### src/rtl/punc_ifetch.sv
`default_nettype none
// ============================================================================
// Module      : punc_ifetch
// Description : PUnC LC3 instruction fetch stage. Owns the fetch PC, issues
//               single-outstanding req/ack reads to instruction memory and
//               buffers up to DEPTH {instruction, PC+1} pairs for control.
//               Redirects flush the buffer; halt stops fetching until reset.
// Revision    : 1.0 - initial release
// ============================================================================
module punc_ifetch #(
  parameter int          DEPTH    = 2,
  parameter logic [15:0] START_PC = 16'h0000
) (
  input  logic        clk,
  input  logic        rst,
  output logic        mem_req,
  output logic [15:0] mem_addr,
  input  logic        mem_ack,
  input  logic [15:0] mem_rdata,
  output logic        ir_valid,
  output logic [15:0] ir,
  output logic [15:0] ir_pc,
  input  logic        ir_take,
  input  logic        redirect,
  input  logic [15:0] redirect_pc,
  input  logic        halt
);

  localparam int PW = $clog2(DEPTH);
  localparam int CW = PW + 1;
  localparam logic [CW-1:0] C_DEPTH = CW'(DEPTH);

  typedef enum logic [1:0] {
    S_IDLE   = 2'd0,
    S_WAIT   = 2'd1,
    S_DROP   = 2'd2,
    S_HALTED = 2'd3
  } state_t;

  state_t        state_q, state_d;
  logic [15:0]   fpc_q, fpc_d;
  logic [15:0]   req_addr_q, req_addr_d;
  logic [PW-1:0] head_q, head_d;
  logic [PW-1:0] tail_q, tail_d;
  logic [CW-1:0] count_q, count_d;
  logic          halt_flag_q, halt_flag_d;
  logic [15:0]   word_q [DEPTH];
  logic [15:0]   word_d [DEPTH];
  logic [15:0]   pc_q   [DEPTH];
  logic [15:0]   pc_d   [DEPTH];

  logic          w_take;
  logic          w_push;
  logic          w_flush;
  logic [CW-1:0] w_count_after_take;

  // A redirect or halt flushes the buffer, so a same-cycle take is moot.
  assign w_flush            = redirect | halt;
  assign w_take             = ir_take & (count_q != '0) & ~w_flush;
  assign w_count_after_take = count_q - {{PW{1'b0}}, w_take};

  assign mem_req  = (state_q == S_WAIT) || (state_q == S_DROP);
  assign mem_addr = req_addr_q;
  assign ir_valid = (count_q != '0);
  assign ir       = word_q[head_q];
  assign ir_pc    = pc_q[head_q];

  // Fetch sequencing: issue decision, ack handling, redirect/halt drop paths.
  always_comb begin
    state_d     = state_q;
    fpc_d       = fpc_q;
    req_addr_d  = req_addr_q;
    halt_flag_d = halt_flag_q | halt;
    w_push      = 1'b0;
    case (state_q)
      S_IDLE: begin
        if (halt) begin
          state_d = S_HALTED;
        end else if (redirect) begin
          fpc_d = redirect_pc;
        end else if (w_count_after_take < C_DEPTH) begin
          req_addr_d = fpc_q;
          fpc_d      = fpc_q + 16'd1;
          state_d    = S_WAIT;
        end
      end
      S_WAIT: begin
        if (redirect) begin
          fpc_d = redirect_pc;
          if (mem_ack) state_d = halt ? S_HALTED : S_IDLE;
          else         state_d = S_DROP;
        end else if (halt) begin
          state_d = mem_ack ? S_HALTED : S_DROP;
        end else if (mem_ack) begin
          w_push  = 1'b1;
          state_d = S_IDLE;
        end
      end
      S_DROP: begin
        // The outstanding request must still complete; its data is discarded.
        if (redirect) fpc_d = redirect_pc;
        if (mem_ack) state_d = (halt_flag_q | halt) ? S_HALTED : S_IDLE;
      end
      default: begin
        state_d = S_HALTED;
      end
    endcase
  end

  // Instruction buffer pointers, occupancy and storage.
  always_comb begin
    head_d  = head_q;
    tail_d  = tail_q;
    count_d = count_q;
    word_d  = word_q;
    pc_d    = pc_q;
    if (w_flush) begin
      head_d  = '0;
      tail_d  = '0;
      count_d = '0;
    end else begin
      if (w_push) begin
        word_d[tail_q] = mem_rdata;
        pc_d[tail_q]   = req_addr_q + 16'd1;
        tail_d         = tail_q + 1'b1;
      end
      if (w_take) head_d = head_q + 1'b1;
      count_d = count_q + {{PW{1'b0}}, w_push} - {{PW{1'b0}}, w_take};
    end
  end

  // State register with synchronous reset.
  always_ff @(posedge clk) begin
    if (rst) begin
      state_q     <= S_IDLE;
      fpc_q       <= START_PC;
      req_addr_q  <= '0;
      head_q      <= '0;
      tail_q      <= '0;
      count_q     <= '0;
      halt_flag_q <= 1'b0;
      for (int i = 0; i < DEPTH; i++) begin
        word_q[i] <= '0;
        pc_q[i]   <= '0;
      end
    end else begin
      state_q     <= state_d;
      fpc_q       <= fpc_d;
      req_addr_q  <= req_addr_d;
      head_q      <= head_d;
      tail_q      <= tail_d;
      count_q     <= count_d;
      halt_flag_q <= halt_flag_d;
      word_q      <= word_d;
      pc_q        <= pc_d;
    end
  end

endmodule
`default_nettype wire

### config.mk
export PLATFORM = sky130hd
export DESIGN_NAME = punc_ifetch
export DESIGN_NICKNAME = d
export VERILOG_FILES = /design/src/rtl/punc_ifetch.sv
export SDC_FILE = /design/constraint.sdc
export NUM_CORES = 1
export LEC_CHECK = 0
export BUFFER_PORTS_ARGS = -buffer_cell sky130_fd_sc_hd__buf_2
export CAP_MARGIN = 20
export CORE_MARGIN = 2
export CORE_UTILIZATION = 50
export DETAILED_ROUTE_END_ITERATION = 7
export PLACE_DENSITY = 0.76
export SYNTH_ARGS = -nofsm -noshare
export SYNTH_HDL_FRONTEND = slang
export SYNTH_SLANG_ARGS = --single-unit
export TNS_END_PERCENT = 50
### constraint.sdc
create_clock -name clk -period 1.9 [get_ports clk]
set_input_delay 0.19 -clock clk [delete_from_list [all_inputs] [get_ports clk]]
set_output_delay 0.19 -clock clk [all_outputs]
set_load 0.01 [all_outputs]
==> flow_summary.toml <==
[worst_setup_path]
max_stage_delay_ns = 0.50
crit_path_max_fanout = 3
path_delay_family = "simple AND/OR/NAND/NOR gates"
required_ns = 2.19
end_kind = "register"
arrival_ns = 2.11
crit_chain = "inv_1, ha_4, nand2b_1, a211oi_2, nor2_1, or4_1, a31oi_1"
r2r-start = "state_q[1]"
cp_slowest_cell = "or4_1"
start_kind = "register"
crit_buf_inv = 1
r2r_setup_slack_ns = 0.08
startpoint = "state_q[1]"
crit_type = "reg2reg"

[clock_tree]
cts_buffers = 9
cts_tree = "yes"
cts_max_level = 3
clkLatencyLatePin_ns = 0.37
clk_pin_slew_ns = 0.11
clock_path_buffers = 2
numClockSinks = 103
clockRootBuffer = "clkbuf_8"
holdBufCountCts = 0

[floorplanning]
rows = 35
pin_count = 88
core_sq_mm = 0.009284
start_util = 0.5173
die-area_sq_mm = 0.01040
dieHeight_um = 102
die_w_um = 102

[sta]
hold_viol_final = 0
layout_min_cycle_time_ns = 1.821
fmax_mhz = 549.3
fin_ws_ns = 0.07944
drv_slew = 0
finalSetupViolCount = 0
fin_crit_sh = 0.9582
finClkSkew_ns = 0.009502
max_slew_margin = 0.6587
rsz0062_at_grt = "yes"
tightest_slew_ns = 0.5119

[synth]
synthFlopType = "dfxtp_1"
synth_common_cells = "dfxtp_1, nand2_1, nor2_1"
syn_area_per_cell_sq_um = 8.440
yosysSeqAreaShare = 0.4294
synth-simple-area-share = 0.2066
synth_cells = 569
post-synth-top-area-cell = "dfxtp_1"
synthAdderAreaFrac = 0.02084
syn_nets = 615
synthXorXnorAreaFrac = 0.03101
yosysTopAreaCellShare = 0.4294
synth.most_common_cell = "dfxtp_1"
synth_top_family_by_area = "simple AND/OR/NAND/NOR gates"
ys_types = 47
synth_seq_cells = 103
synth-compound-area-share = 0.1639
syn_area_sq_mm = 0.004802
yosys_warnings = 0
synth_edf_count = 0
synthArstFlopShare = 0
synth.area.mux_share = 0.1084
yosys-top-cells-area = "dfxtp_1, mux2_2, nand2_1, a21oi_1, a211oi_1"

[global_route]
gr-usage-all-layers = 0.2207
antenna_found_initial = 0
grt.overflow.total = 0
grt_pass1_vias = 3936
grt_max_degree = 65
grt_pass1_wl_um = 18340

[power]
switching_share = 0.3624
netSwitchingPower_w = 0.002118
totalPowerFinal_w = 0.005844
ir_drop_mv = 0.6222
power_density_mw_per_mm2 = 1015
pwr-share-comb = 0.325
p_int_w = 0.003727
leakagePower_nw = 2.276
p_clk_frac = 0.228
sequentialPowerShare = 0.446

[layout]
multi_input_area_sq_mm = 0.002585
syn_to_final_growth_pct = 19.91
nNetsFinal = 706
finish.instance_area_sq_mm = 0.005758
n_fill_cell = 828
drive_gt1_frac = 0.2737
final_util = 0.6202
regArea_sq_mm = 0.002063
insertedDiodeCount = 0

[placed_design]
place_area_sq_mm = 0.005538
port_buffers = 87
gp_congestion = 0.8807
pre_cts_slack_ns = -0.03015
place_hpwl_um = 8114

[drt]
wl_met1_um = 5133
drt_wl_total_um = 11470
met2_wirelength_um = 5501
via_per_inst = 5.424
drt-initial-drc-count = 190
vias = 4307
wl_met3_um = 537
dr.pass1.iters = 7
drc = 0
routedWlPerCell_um = 14.44
top_layer = "met4"
antenna_left = 0

[min_path]
hp-class = "in2reg"
worstHoldStart = "mem_rdata[3]"

[outcome]
status = "completed"

[flow_run]
cap_viol_max_count = 0
## cells by family after synthesis
logic type      count (synthesis)
simple gates                  218
fa+ha+maj                       8
compound gates                129
mux                            48
flops                         103
xor+xnor                       17
buf+inv                        46
## state kept, by name (all words and copies together), names as in the netlist
name         cells
mem_addr        16
fpc_q           16
tail_q           1
count_q          2
word_q          32
head_q           1
state_q          2
halt_flag_q      1
pc_q            32
## stage by stage
stage	hold WS (ns)	TNS [ns]	std cells
after detailed placement	0.4469	-0.05483	777
after floorplan	0.3260	0	569
final	0.05679	0	794
after global routing	0.04078	-0.06796	794
after CTS	0.04037	-0.1593	793
after global placement	0.4382	0	777
## tightest hold or removal path, delay by kind of cell
family,cells,cell delay (ns)
compound gates,1,0.05
simple gates,1,0.05
buf+inv,1,0.10
## per-layer routing
| layer | up-vias | global-route usage |
|---|---|---|
| li1 | 2167 | - |
| met1 | 2008 | 0.2938 |
| met2 | 109 | 0.3477 |
| met3 | 23 | 0.03694 |
| met4 | 0 | 0.1108 |
| met5 | - | 0 |
## power by group through the flow
stage                     Combinational (W)  Sequential [W]  Clock (W)
after CTS                           0.00179         0.00261    0.00137
after floorplan                     0.00117         0.00261          0
after detailed placement            0.00178         0.00265          0
after global placement              0.00172         0.00264          0
after global routing                0.00212         0.00264    0.00144
final                               0.00190         0.00261    0.00133
## final timing paths
| kind | cells after the start | endpoint |
|---|---|---|
| min | 3 | word_q[3] |
| max reg2reg | 7 | fpc_q[15] |
| min reg2reg | 2 | word_q[3] |
| max | 7 | fpc_q[15] |
## final cells by class
type                       count  share of cell area
clock buffer                   9             0.02151
timing repair buffer         118              0.1269
sequential                   103              0.3583
multi-input combinational    420              0.4489
tap                          129             0.02803
clock inverter                 7             0.01108
inverter                       8            0.005215
## cells in the final DEF, fill, tap and decap left out, types with 16 or more instances in the layout
cell | Yosys | layout
buf_4 | 1 | 26
nor2_1 | 69 | 68
mux2_2 | 32 | 32
a21oi_1 | 55 | 55
a211oi_1 | 35 | 34
mux2i_1 | 16 | 16
buf_2 | 12 | 87
o21ai_0 | 17 | 17
dfxtp_1 | 103 | 102
nand2_1 | 93 | 93
## timing repair
item / CTS / global route
setup endpoints to repair: 6 / 17
buffers inserted: 0 / 1
pin swaps: 0 / 2
gates resized for setup: 0 / 6
Power figures use the tool's default switching activity.
